`config.mk`:
```
export PLATFORM = sky130hd
export DESIGN_NAME = fsmc_bus_ctrl
export DESIGN_NICKNAME = d
export VERILOG_FILES = /design/src/rtl/fsmc_pkg.sv /design/src/rtl/fsmc_sync_edge.sv /design/src/rtl/fsmc_bus_ctrl.sv
export SDC_FILE = /design/constraint.sdc
export NUM_CORES = 1
export LEC_CHECK = 0
export CAP_MARGIN = 20
export CORE_MARGIN = 10
export CORE_UTILIZATION = 45
export CTS_BUF_LIST = sky130_fd_sc_hd__clkbuf_16
export DETAILED_ROUTE_END_ITERATION = 12
export HOLD_SLACK_MARGIN = 0.12
export MAX_ROUTING_LAYER = met4
export PLACE_DENSITY_LB_ADDON = 0.05
export SETUP_SLACK_MARGIN = 0.4
export SYNTH_ARGS = -nofsm -noshare
export SYNTH_HDL_FRONTEND = slang
export SYNTH_SLANG_ARGS = --single-unit
```
`constraint.sdc`:
```
create_clock -name CLK -period 3.55 [get_ports CLK]
set_clock_uncertainty 0.15 [all_clocks]
set_input_delay 0.5325 -clock CLK [delete_from_list [all_inputs] [get_ports CLK]]
set_output_delay 0.5325 -clock CLK [all_outputs]
set_load 0.02 [all_outputs]
```
`src/rtl/fsmc_pkg.sv`:
```
// Shared types and constants for the MCU external-bus front end.
// - state_t : bus controller FSM states
// - tgt_t   : decoded target of the latched 19-bit address
// - decode(): maps a latched address to its target
package fsmc_pkg;

  typedef enum logic [2:0] {
    IDLE, WR_WAIT, WR_EXEC, RD_REQ, RD_WAIT, RD_DRIVE
  } state_t;

  typedef enum logic [2:0] {
    TGT_NONE, TGT_RAM, TGT_FREWL, TGT_FREWH, TGT_FIFO
  } tgt_t;

  localparam logic [3:0]  ADDR_RAM_TAG = 4'hA;       // ADDR[18:15] of the DDS RAM window
  localparam logic [18:0] ADDR_FREWL   = 19'h58400;
  localparam logic [18:0] ADDR_FREWH   = 19'h58800;
  localparam logic [18:0] ADDR_FIFO    = 19'h58001;

  function automatic tgt_t decode(input logic [18:0] a);
    if (a[18:15] == ADDR_RAM_TAG) return TGT_RAM;
    else if (a == ADDR_FREWL)     return TGT_FREWL;
    else if (a == ADDR_FREWH)     return TGT_FREWH;
    else if (a == ADDR_FIFO)      return TGT_FIFO;
    else                          return TGT_NONE;
  endfunction

endpackage

```
`src/rtl/fsmc_sync_edge.sv`:
```
// Multi-flop synchroniser for one asynchronous strobe, with edge pulses.
// Ports: clk/rst_n (async low reset), din (async input),
//        sync (resynchronised level), rise/fall (one-cycle pulses on the
//        synced copy).
// Flops reset to 0, so a strobe idling high produces a single rise pulse
// after reset release and never a spurious fall.
module fsmc_sync_edge #(
  parameter int STAGES = 2
) (
  input  logic clk,
  input  logic rst_n,
  input  logic din,
  output logic sync,
  output logic rise,
  output logic fall
);

  logic [STAGES-1:0] sh;
  logic              prev;

  always_ff @(posedge clk or negedge rst_n) begin
    if (!rst_n) begin
      sh   <= '0;
      prev <= 1'b0;
    end else begin
      sh   <= {sh[STAGES-2:0], din};
      prev <= sh[STAGES-1];
    end
  end

  assign sync = sh[STAGES-1];
  assign rise = sh[STAGES-1] & ~prev;
  assign fall = ~sh[STAGES-1] & prev;

endmodule

```
`src/rtl/fsmc_bus_ctrl.sv`:
```
// Single-clock front end for the MCU multiplexed external bus.
// Resynchronises NADV/NWE/NOE, latches the 19-bit address on NADV rise and
// sequences DDS RAM writes, the two-halves DDS frequency word, and ADC FIFO
// reads back onto the AD bus.
// Ports:
//   CLK, RST_N            clock, async active-low reset
//   NADV/NWE/NOE          async MCU strobes (active low)
//   A_HI, AD_IN           address high bits / AD bus input
//   AD_OUT, AD_OE         read data and tristate enable to the AD pins
//   RAM_WE/ADDR/WDATA     DDS waveform RAM write port
//   FREQ_WORD, FREQ_UPD   committed frequency word and its update pulse
//   FIFO_RD, FIFO_DATA, FIFO_EMPTY  ADC FIFO read port
module fsmc_bus_ctrl
  import fsmc_pkg::*;
#(
  parameter int SYNC_STAGES = 2,
  parameter int WR_SAMPLE   = 2,
  parameter int FIFO_LAT    = 1
) (
  input  logic        CLK,
  input  logic        RST_N,
  input  logic        NADV,
  input  logic        NWE,
  input  logic        NOE,
  input  logic [2:0]  A_HI,
  input  logic [15:0] AD_IN,
  output logic [15:0] AD_OUT,
  output logic        AD_OE,
  output logic        RAM_WE,
  output logic [14:0] RAM_ADDR,
  output logic [15:0] RAM_WDATA,
  output logic [31:0] FREQ_WORD,
  output logic        FREQ_UPD,
  output logic        FIFO_RD,
  input  logic [15:0] FIFO_DATA,
  input  logic        FIFO_EMPTY
);

  localparam int CMAX = (WR_SAMPLE > FIFO_LAT) ? WR_SAMPLE : FIFO_LAT;
  localparam int CW   = (CMAX > 1) ? $clog2(CMAX) : 1;
  localparam logic [CW-1:0] WR_LAST = CW'(WR_SAMPLE - 1);
  localparam logic [CW-1:0] RD_LAST = CW'(FIFO_LAT - 1);

  logic nadv_s, nadv_rise, nadv_fall;
  logic nwe_s, nwe_rise, nwe_fall;
  logic noe_s, noe_rise, noe_fall;

  fsmc_sync_edge #(.STAGES(SYNC_STAGES)) u_sync_nadv (
    .clk(CLK), .rst_n(RST_N), .din(NADV), .sync(nadv_s), .rise(nadv_rise), .fall(nadv_fall));
  fsmc_sync_edge #(.STAGES(SYNC_STAGES)) u_sync_nwe (
    .clk(CLK), .rst_n(RST_N), .din(NWE), .sync(nwe_s), .rise(nwe_rise), .fall(nwe_fall));
  fsmc_sync_edge #(.STAGES(SYNC_STAGES)) u_sync_noe (
    .clk(CLK), .rst_n(RST_N), .din(NOE), .sync(noe_s), .rise(noe_rise), .fall(noe_fall));

  // Edge/level outputs this controller has no use for.
  logic unused;
  assign unused = ^{nadv_s, nwe_rise, noe_rise};

  state_t          state_q, state_d;
  tgt_t            tgt;
  logic [18:0]     addr;
  logic [15:0]     data_q, shadow, ram_wdata_q, ad_out_q, ad_next;
  logic [14:0]     ram_addr_q;
  logic [31:0]     freq_word_q;
  logic            freq_upd_q;
  logic [CW-1:0]   cnt;
  logic            was_exec;
  logic            cnt_clr, cnt_inc, cap_data, ld_shadow, commit, ad_load;
  logic            ram_we, fifo_rd;

  assign tgt = decode(addr);

  always_ff @(posedge CLK or negedge RST_N) begin
    if (!RST_N) state_q <= IDLE;
    else        state_q <= state_d;
  end

  always_comb begin
    state_d   = state_q;
    cnt_clr   = 1'b0;
    cnt_inc   = 1'b0;
    cap_data  = 1'b0;
    ld_shadow = 1'b0;
    commit    = 1'b0;
    ad_load   = 1'b0;
    ad_next   = '0;
    ram_we    = 1'b0;
    fifo_rd   = 1'b0;
    case (state_q)
      IDLE: begin
        // write takes priority over a simultaneous read
        if (nwe_fall) begin
          state_d = WR_WAIT;
          cnt_clr = 1'b1;
        end else if (noe_fall) begin
          state_d = RD_REQ;
        end
      end
      WR_WAIT: begin
        if (cnt == WR_LAST) begin
          cap_data = 1'b1;
          state_d  = WR_EXEC;
        end else begin
          cnt_inc = 1'b1;
        end
      end
      WR_EXEC: begin
        // side effects only on the first cycle; the rest is waiting for NWE
        if (!was_exec) begin
          case (tgt)
            TGT_RAM:   ram_we    = 1'b1;
            TGT_FREWL: ld_shadow = 1'b1;
            TGT_FREWH: commit    = 1'b1;
            default:   ;
          endcase
        end
        if (nwe_s) state_d = IDLE;
      end
      RD_REQ: begin
        if (tgt == TGT_FIFO && !FIFO_EMPTY) begin
          fifo_rd = 1'b1;
          cnt_clr = 1'b1;
          state_d = RD_WAIT;
        end else begin
          ad_load = 1'b1;
          ad_next = (tgt == TGT_FIFO) ? 16'h0000 : {13'b0, FIFO_EMPTY, 2'b0};
          state_d = RD_DRIVE;
        end
      end
      RD_WAIT: begin
        if (cnt == RD_LAST) begin
          ad_load = 1'b1;
          ad_next = FIFO_DATA;
          state_d = RD_DRIVE;
        end else begin
          cnt_inc = 1'b1;
        end
      end
      RD_DRIVE: begin
        if (noe_s) state_d = IDLE;
      end
      default: state_d = IDLE;
    endcase
    // a new address phase kills any transaction in flight, side effects included
    if (state_q != IDLE && nadv_fall) begin
      state_d   = IDLE;
      cap_data  = 1'b0;
      ld_shadow = 1'b0;
      commit    = 1'b0;
      ad_load   = 1'b0;
      ram_we    = 1'b0;
      fifo_rd   = 1'b0;
    end
  end

  always_ff @(posedge CLK or negedge RST_N) begin
    if (!RST_N) begin
      addr        <= '0;
      cnt         <= '0;
      data_q      <= '0;
      shadow      <= '0;
      ram_addr_q  <= '0;
      ram_wdata_q <= '0;
      freq_word_q <= '0;
      freq_upd_q  <= 1'b0;
      ad_out_q    <= '0;
      was_exec    <= 1'b0;
    end else begin
      if (nadv_rise) addr <= {A_HI, AD_IN};
      if (cnt_clr)      cnt <= '0;
      else if (cnt_inc) cnt <= cnt + 1'b1;
      if (cap_data) data_q <= AD_IN;
      // RAM port registers only move for RAM writes, so other targets leave them alone
      if (cap_data && tgt == TGT_RAM) begin
        ram_addr_q  <= addr[14:0];
        ram_wdata_q <= AD_IN;
      end
      if (ld_shadow) shadow <= data_q;
      // both halves land in one edge: no half-updated word is ever visible
      if (commit) freq_word_q <= {data_q, shadow};
      freq_upd_q <= commit;
      if (ad_load) ad_out_q <= ad_next;
      was_exec <= (state_q == WR_EXEC);
    end
  end

  assign AD_OUT    = ad_out_q;
  assign AD_OE     = (state_q == RD_DRIVE);
  assign RAM_WE    = ram_we;
  assign RAM_ADDR  = ram_addr_q;
  assign RAM_WDATA = ram_wdata_q;
  assign FREQ_WORD = freq_word_q;
  assign FREQ_UPD  = freq_upd_q;
  assign FIFO_RD   = fifo_rd;

endmodule

```
== Word level (Yosys, flattened, before mapping) ==
Cells that the tools add are included.
Word-level totals
  register bits after elaboration: 145
  input bits: 41
  word-level logic and storage cells: 96
Cells by class
  reductions and logical operators: 8
  equal/unequal tests: 18
  multiplexer cells: 44
  bitwise logic cells: 8
  $add $sub $neg: 1
Operators with widths (number)
  $eq A19 B19 Y1 const B: 3
  $mux W3: 13
  $pmux W16 S2: 1
  $mux W1: 25
  $pmux W3 S6: 1
  $mux W16: 1
  $eq A3 B2 Y1 const B: 4
  $eq A3 B3 Y1 const B: 3
  $eq A3 B1 Y1 const B: 2
  $ne A3 B3 Y1 const B: 2
  $pmux W1 S2: 3
  $reduce_and A5 Y1: 1
  $and A1 B1 Y1: 4
  $eq A4 B4 Y1 const B: 1
  $ne A4 B4 Y1 const B: 1
  $not A1 Y1: 4
  $logic_and A1 B1 Y1: 3
  $logic_not A3 Y1: 1
  $ne A3 B1 Y1 const B: 1
  $ne A3 B2 Y1 const B: 1
  $reduce_bool A3 Y1: 1
  $reduce_bool A2 Y1: 1
  $add A1 B1 Y1 const B: 1
  $logic_not A1 Y1: 1

== Longest topological paths before layout ==
Gate-level depths: netlist of run 1.
  depth after elaboration: 10
  mapped depth: 7
  depth with buffers taken out: 5

== Cells and area by module ==
A second synthesis of run 1 with hierarchy kept.
Unflattened totals
  cell total of the unflattened synthesis: 391
  area, all modules: 5724.2 um^2
By module, submodules not included
  fsmc_bus_ctrl: times used 1, area each 5454.0 um^2, seq. area each 3403.3 um^2, cells each 376
  fsmc_sync_edge: times used 3, area each 90.1 um^2, seq. area each 75.1 um^2, cells each 5

== Worst setup path after synthesis of run 1 ==
Ideal clock, no wire load.
  path type: register to output
  start: register addr[5]
  end: output port FIFO_RD
  stages on the path, launching flop included: 5
  buffers on the path: 0
  required time: 2867 ps
  arrival time: 1665 ps
  slack: 1203 ps
  path through: dfrtp_1 -> nor4b_2 -> nand3_1 -> or4b_4 -> and2b_1
Between the ends
  longest elaborated chain between the ends: 10
  elaborated cells on any way between the ends: 12
  classes of those cells: eq/ne (4); mux (7); reduce/logical (1)
RTL lines
  start, declared: line fsmc_bus_ctrl.sv:61  | logic [18:0] addr;
  start signal, assigned: line fsmc_bus_ctrl.sv:169  | if (nadv_rise) addr <= {A_HI, AD_IN};
  $eq A19 B19 Y1: line fsmc_pkg.sv:24  | else if (a == ADDR_FIFO) return TGT_FIFO;
  $mux W3: line fsmc_pkg.sv:24
  $mux W3: line fsmc_pkg.sv:23  | else if (a == ADDR_FREWH) return TGT_FREWH;
  $mux W3 *: line fsmc_pkg.sv:22  | else if (a == ADDR_FREWL) return TGT_FREWL;
  $mux W3 *: line fsmc_pkg.sv:21  | if (a[18:15] == ADDR_RAM_TAG) return TGT_RAM;
  $eq A3 B3 Y1 *: line fsmc_bus_ctrl.sv:120  | if (tgt == TGT_FIFO && !FIFO_EMPTY) begin
  $logic_and A1 B1 Y1 *: line fsmc_bus_ctrl.sv:120
  $mux W1 *: line fsmc_bus_ctrl.sv:120
  $mux W1 *: line fsmc_bus_ctrl.sv:89  | case (state_q)
  $mux W1 *: line fsmc_bus_ctrl.sv:145  | if (state_q != IDLE && nadv_fall) begin
  end, declared: line fsmc_bus_ctrl.sv:34  | output logic FIFO_RD,
Mark *: on every way between the ends. The rest lies on a longest branch, timed or not.

== Worst setup path after layout of run 1 ==
Same ends and word-level chain as after synthesis.

==> results of run 1 <==
registers in the layout (all words and copies together) (netlist names), 3 cells and up:
name,count
addr,19
data_q,16
RAM_WDATA,16
AD_OUT,16
RAM_ADDR,15
state_q,3
shadow,16
FREQ_WORD,32
timing repair:
action | CTS | global route
hold buffers | 1 | 0
cloned | 0 | 0
setup endpoints to repair | 1 | 2
gates resized for setup | 2 | 2
hold endpoints to repair | 82 | 0
pin swaps | 0 | 1
setup buffers | 0 | 0
final cells by class:
cell class | count | area, sq um | share of cell area [%]
Clock buffer | 17 | 425 | 5.52
Clock inverter | 15 | 128 | 1.66
Inverter | 6 | 22.5 | 0.292
Multi-Input combinational cell | 190 | 1980 | 25.8
Sequential cell | 145 | 3630 | 47.1
Tap cell | 172 | 215 | 2.79
Timing Repair Buffer | 128 | 1300 | 16.9
power breakdown:
group / switching [mW] / internal (mW) / leakage [nW]
registers: 0.315 / 2.05 / 1.87
logic: 0.729 / 0.888 / 1.44
clock network: 0.639 / 1.01 / 0.269
Yosys cell counts (2+ instances only):
cell type,number
nor4_1,2
nand4b_4,3
nor3b_1,2
buf_6,8
a21boi_0,3
a21oi_1,3
dfrtp_1,145
nor2_1,6
a22o_1,7
mux2_2,96
buf_4,3
buf_2,2
clkbuf_1,2
a21o_1,2
mux2_4,14
nor3_1,4
inv_1,6
nand2_1,7
mux2_1,5
nor2b_1,2
a22o_2,9
worst max-delay path, stage by stage (launching register included):
cell and delay [ns]:
dfrtp_1 0.40, nor4b_2 0.33, nand3_1 0.14, or4b_4 0.59
and2b_1 0.22, clkdlybuf4s15_1 0.30
metal layers:
metal	part of all wire, %	vias up
li1	-	1549
met1	46	1692
met2	48	68
met3	4.9	9
met4	0.83	0
met5	0	-
cell families after synthesis:
logic type,count (synthesis)
flip-flops,145
multiplexers,116
AND/OR/NAND/NOR,43
AO/OA/AOI/OAI,31
buffers and inverters,22
through the flow:
| step | cells | utilization, % |
|---|---|---|
| floorplan | 357 | - |
| global route | 673 | 61.3 |
| global placement | 640 | 56.7 |
| finish | 673 | 61.3 |
| CTS | 673 | 61.2 |
| detailed placement | 640 | 56.7 |
worst paths after layout:
kind	start	endpoint	slack, ns	cells past startpoint
setup / recovery	addr[5]	FIFO_RD	0.46	5
hold reg to reg	u_sync_noe.sh[0]	u_sync_noe.sh[1]	0.20	0
hold / removal	u_sync_noe.sh[0]	u_sync_noe.sh[1]	0.20	0
setup reg to reg	state_q[0]	FREQ_WORD[30]	0.87	5
max in group asynchronous	RST_N	addr[15]	1.85	3
min in group asynchronous	RST_N	FREQ_WORD[14]	0.58	2
==> impl_metrics.py, run 1 <==
metrics = {
    "yosys": {
        "synth-edff-count": 0,
        "synth_area_leaders": "dfrtp_1 63%, mux2_2 19%, mux2_4 3.6%, a22o_2 1.6%, buf_6 1.6%",
        "yosysUniqueCellTypes": 47,
        "synth_top_area_cell": "dfrtp_1",
        "synthXorXnorAreaFrac_pct": 0,
        "synth_compound_area_share_pct": 4.69,
        "netlist_instances": 357,
        "netlist.area_leader.share_pct": 63.0,
        "netlist_area_sq_um": 5760,
        "yosys.area_share.simple_pct": 6.04,
        "ys_warn_count": 0,
        "async_reset_ff_share_pct": 100,
        "synth-seq-cells": 145,
        "synth_adder_area_share_pct": 0,
        "synth-main-ff-cell": "dfrtp_1",
        "synthMuxAreaShare_pct": 23.6,
        "synth_top_family_by_area": "multiplexers",
        "yosysSeqAreaShare_pct": 63.0,
        "syn_avg_cell_area_sq_um": 16.1,
        "synth_nets": 398,
    },
    "detailed_routing": {
        "num_vias": 3318,
        "drc": 0,
        "drt_wl_total_microns": 12300,
        "wl_per_cell_microns": 18.3,
        "viasPerCell": 4.93,
        "ant_nets": 0,
        "dr.pass1.iters": 4,
        "first_iter_violations": 187,
    },
    "timing": {
        "setup_ws_ns": 0.463,
        "timing.hold.ws_ns": 0.199,
        "relSlewSlack_pct": 33.4,
        "finalHoldViolCount": 0,
        "grt_setup_unrepaired": "true",
        "setup_viol": 0,
        "slew_violations": 0,
        "min_period_ns": 3.09,
        "fmax_mhz": 324,
        "setup_tns_ns": 0,
        "worst_pin_slew_ns": 0.994,
        "period_share_pct": 87.0,
    },
    "floorplan": {
        "ios": 124,
        "rows": 41,
        "start_util_pct": 45.8,
        "core_area_sq_um": 12600,
        "die_h_microns": 133,
        "die_area_sq_um": 17700,
        "fp.dieW_microns": 133,
    },
    "cts": {
        "clk_latency_ns": 0.41,
        "cts.clk_slew.worst_paths_ns": 0.06,
        "cts_tree": "done",
        "cts_buffer_depth": 2,
        "cts_inserted_buffers": 17,
        "cts_sinks": 145,
        "cts-root-buf": "clkbuf_16",
        "htree_num_levels": 4,
    },
    "finish": {
        "drive_above_1_share_pct": 32.9,
        "area_delta_synth_final_pct": 33.7,
        "final_common_cell": "dfrtp_1",
        "design_area_sq_um": 7700,
        "nets": 529,
        "fillCellCount": 1022,
        "antenna_cells": 0,
        "layout_common_cells": "145 x dfrtp_1, 120 x clkdlybuf4s50_1, 96 x mux2_2",
    },
    "global_route": {
        "grt_use_met1_pct": 18.4,
        "busiest_layer": "met2",
        "grt_use_total_pct": 14.9,
        "antenna_found_initial": 0,
        "grt_start_max_net_pins": 84,
        "use_met2_pct": 22.5,
        "grt_first_pass_wirelength_microns": 20100,
        "grt_pass1_vias": 3633,
        "grt_overflow": 0,
        "grt_util_met3_pct": 5.45,
    },
    "placed_design": {
        "placed_cell_area_sq_um": 7130,
        "dp_slack_ns": 0.443,
        "hpwl_microns": 8900,
        "portBuffers": 123,
        "gp_congestion": 0.788,
    },
    "critical_path": {
        "cp_data_required_time_ns": 2.87,
        "path_class": "flop to output port",
        "critPathCaptureType": "output port",
        "critPathLaunchType": "flop",
        "crit_fanout": 5,
        "cp.arrival_ns": 2.40,
    },
    "power": {
        "worst_ir_drop_vdd_uv": 403,
        "power_density_nw_per_um2": 731,
        "fin_total_pwr_mw": 5.63,
        "leakage_nw": 3.57,
    },
    "run": {
        "cap_violations": 0,
    },
    "worst_hold_path": {
        "holdCritPathClass": "flop to flop",
    },
    "outcome": {
        "status": "complete, no violations",
    },
}
(Power assumes the default switching activity.)
==> run 2, diff against run 1 <==
--- a/config.mk
+++ b/config.mk
@@ -11,7 +11,6 @@
 export CTS_BUF_LIST = sky130_fd_sc_hd__clkbuf_16
 export DETAILED_ROUTE_END_ITERATION = 12
 export HOLD_SLACK_MARGIN = 0.12
-export MAX_ROUTING_LAYER = met4
 export PLACE_DENSITY_LB_ADDON = 0.05
 export SETUP_SLACK_MARGIN = 0.4
 export SYNTH_ARGS = -nofsm -noshare
==> impl_metrics.py, run 2 (synthesized netlist as in run 1, its figures left out) <==
metrics = {
    "floorplan": {
        "start_util_pct": 45.8,
        "die_h_microns": 133,
        "ios": 124,
        "rows": 41,
        "die_area_sq_um": 17700,
        "core_area_sq_um": 12600,
        "fp.dieW_microns": 133,
    },
    "detailed_routing": {
        "num_vias": 3347,
        "dr.pass1.iters": 4,
        "drt_wl_total_microns": 12300,
        "viasPerCell": 4.97,
        "first_iter_violations": 183,
        "ant_nets": 0,
        "wl_per_cell_microns": 18.3,
        "drc": 0,
    },
    "finish": {
        "seq_area_sq_um": 3630,
        "nets": 529,
        "antenna_cells": 0,
        "layout_common_cells": "145 x dfrtp_1, 120 x clkdlybuf4s50_1, 96 x mux2_2",
        "multi_input_area_sq_um": 1980,
        "area_delta_synth_final_pct": 33.7,
        "final_common_cell": "dfrtp_1",
        "largest_reg_flops": 32,
        "fillCellCount": 1022,
        "drive_above_1_share_pct": 32.9,
        "stdcell_count": 673,
    },
    "global_route": {
        "grt_pass1_vias": 3616,
        "grt_use_total_pct": 14.4,
        "grt_start_max_net_pins": 84,
        "grt_first_pass_wirelength_microns": 20100,
        "grt_overflow": 0,
        "antenna_found_initial": 0,
    },
    "timing": {
        "slew_violations": 0,
        "finalHoldViolCount": 0,
        "fmax_mhz": 324,
        "grt_setup_unrepaired": "true",
        "period_share_pct": 86.9,
        "setup_tns_ns": 0,
        "min_period_ns": 3.09,
        "relSlewSlack_pct": 32.0,
        "worst_pin_slew_ns": 1.01,
        "setup_viol": 0,
    },
    "power": {
        "worst_ir_drop_vdd_uv": 403,
        "p_seq_share_pct": 42.0,
        "power_density_nw_per_um2": 731,
        "p_clk_share_pct": 29.3,
        "leakage_nw": 3.57,
        "combPwrFrac_pct": 28.7,
        "fin_total_pwr_mw": 5.63,
        "p_int_mw": 3.95,
        "power_switching_mw": 1.68,
        "swShare_pct": 29.8,
    },
    "cts": {
        "clk_latency_ns": 0.41,
        "cts_inserted_buffers": 17,
        "post_cts_buffers": 0,
        "cts-root-buf": "clkbuf_16",
        "htree_num_levels": 4,
        "cts.clk_slew.worst_paths_ns": 0.06,
        "cts_sinks": 145,
        "cts_tree": "done",
        "cts_buffer_depth": 2,
    },
    "critical_path": {
        "crit_fanout": 5,
        "cp.arrival_ns": 2.40,
        "reg2reg_slack_ns": 0.88,
        "cp_data_required_time_ns": 2.87,
        "critPathLaunchType": "flop",
        "critPathCaptureType": "output port",
        "path_class": "flop to output port",
    },
    "placed_design": {
        "gp_congestion": 0.777,
        "portBuffers": 123,
        "hpwl_microns": 8900,
        "dp_cells": 640,
    },
    "run": {
        "cap_violations": 0,
    },
    "worst_hold_path": {
        "holdCritPathClass": "flop to flop",
    },
    "outcome": {
        "status": "complete, no violations",
    },
}
[run 2: cell counts in the layout (fill, tap and decap cells not counted)]
No cell type changed its count.
[run 2: final timing paths]
kind	cells past startpoint	to	startpoint
setup / recovery	5	FIFO_RD	addr[5]
hold / removal	0	u_sync_noe.sh[1]	u_sync_noe.sh[0]
setup reg to reg	5	FREQ_WORD[7]	state_q[0]
hold reg to reg	0	u_sync_noe.sh[1]	u_sync_noe.sh[0]
max in group asynchronous	3	addr[15]	RST_N
min in group asynchronous	2	FREQ_WORD[14]	RST_N
[run 2: power by group through the flow]
stage          Clock [mW]  Combinational (mW)  Sequential (mW)
2_1_floorplan           0               0.694             2.57
3_3_place_gp            0                1.62             2.37
3_5_place_dp            0                1.64             2.39
4_1_cts              1.69                1.65             2.37
5_1_grt              1.77                1.73             2.42
6_report             1.65                1.62             2.36
[run 2: stage by stage]
stage,hold slack [ns],area (sq um),utilization (%),setup WS (ns)
final,0.199,7700,61.3,0.465
after global routing,0.218,7700,61.3,0.329
after CTS,0.202,7690,61.2,0.408
after detailed placement,0.189,7130,56.7,0.443
after global placement,0.188,7130,56.7,0.465
after floorplan,0.0869,5760,-,1.20
[run 2: final cells by class]
class / instances / share of cell area (%)
timing repair buffer: 128 / 16.9
clock buffer: 17 / 5.52
tap: 172 / 2.79
clock inverter: 15 / 1.66
sequential: 145 / 47.1
multi-input combinational: 190 / 25.8
inverter: 6 / 0.292
[run 2: what timing repair did]
action,in CTS,in global routing
endpoints found under the setup margin,1,2
pin swaps,0,1
endpoints found under the hold margin,82,0
hold buffers,1,0
resized for setup,2,2
[run 2: critical path: stages (launching register included)]
cell	delay (ns)
dfrtp_1	0.40
nor4b_2	0.33
nand3_1	0.14
or4b_4	0.59
and2b_1	0.22
clkdlybuf4s15_1	0.30
[run 2: metal layers]
metal | vias up | global-route usage [%] | part of all wire [%]
li1 | 1561 | - | -
met1 | 1706 | 17.8 | 45
met2 | 70 | 22.6 | 48
met3 | 10 | 6.20 | 6.5
met4 | 0 | 4.23 | 0.89
met5 | - | 0 | 0
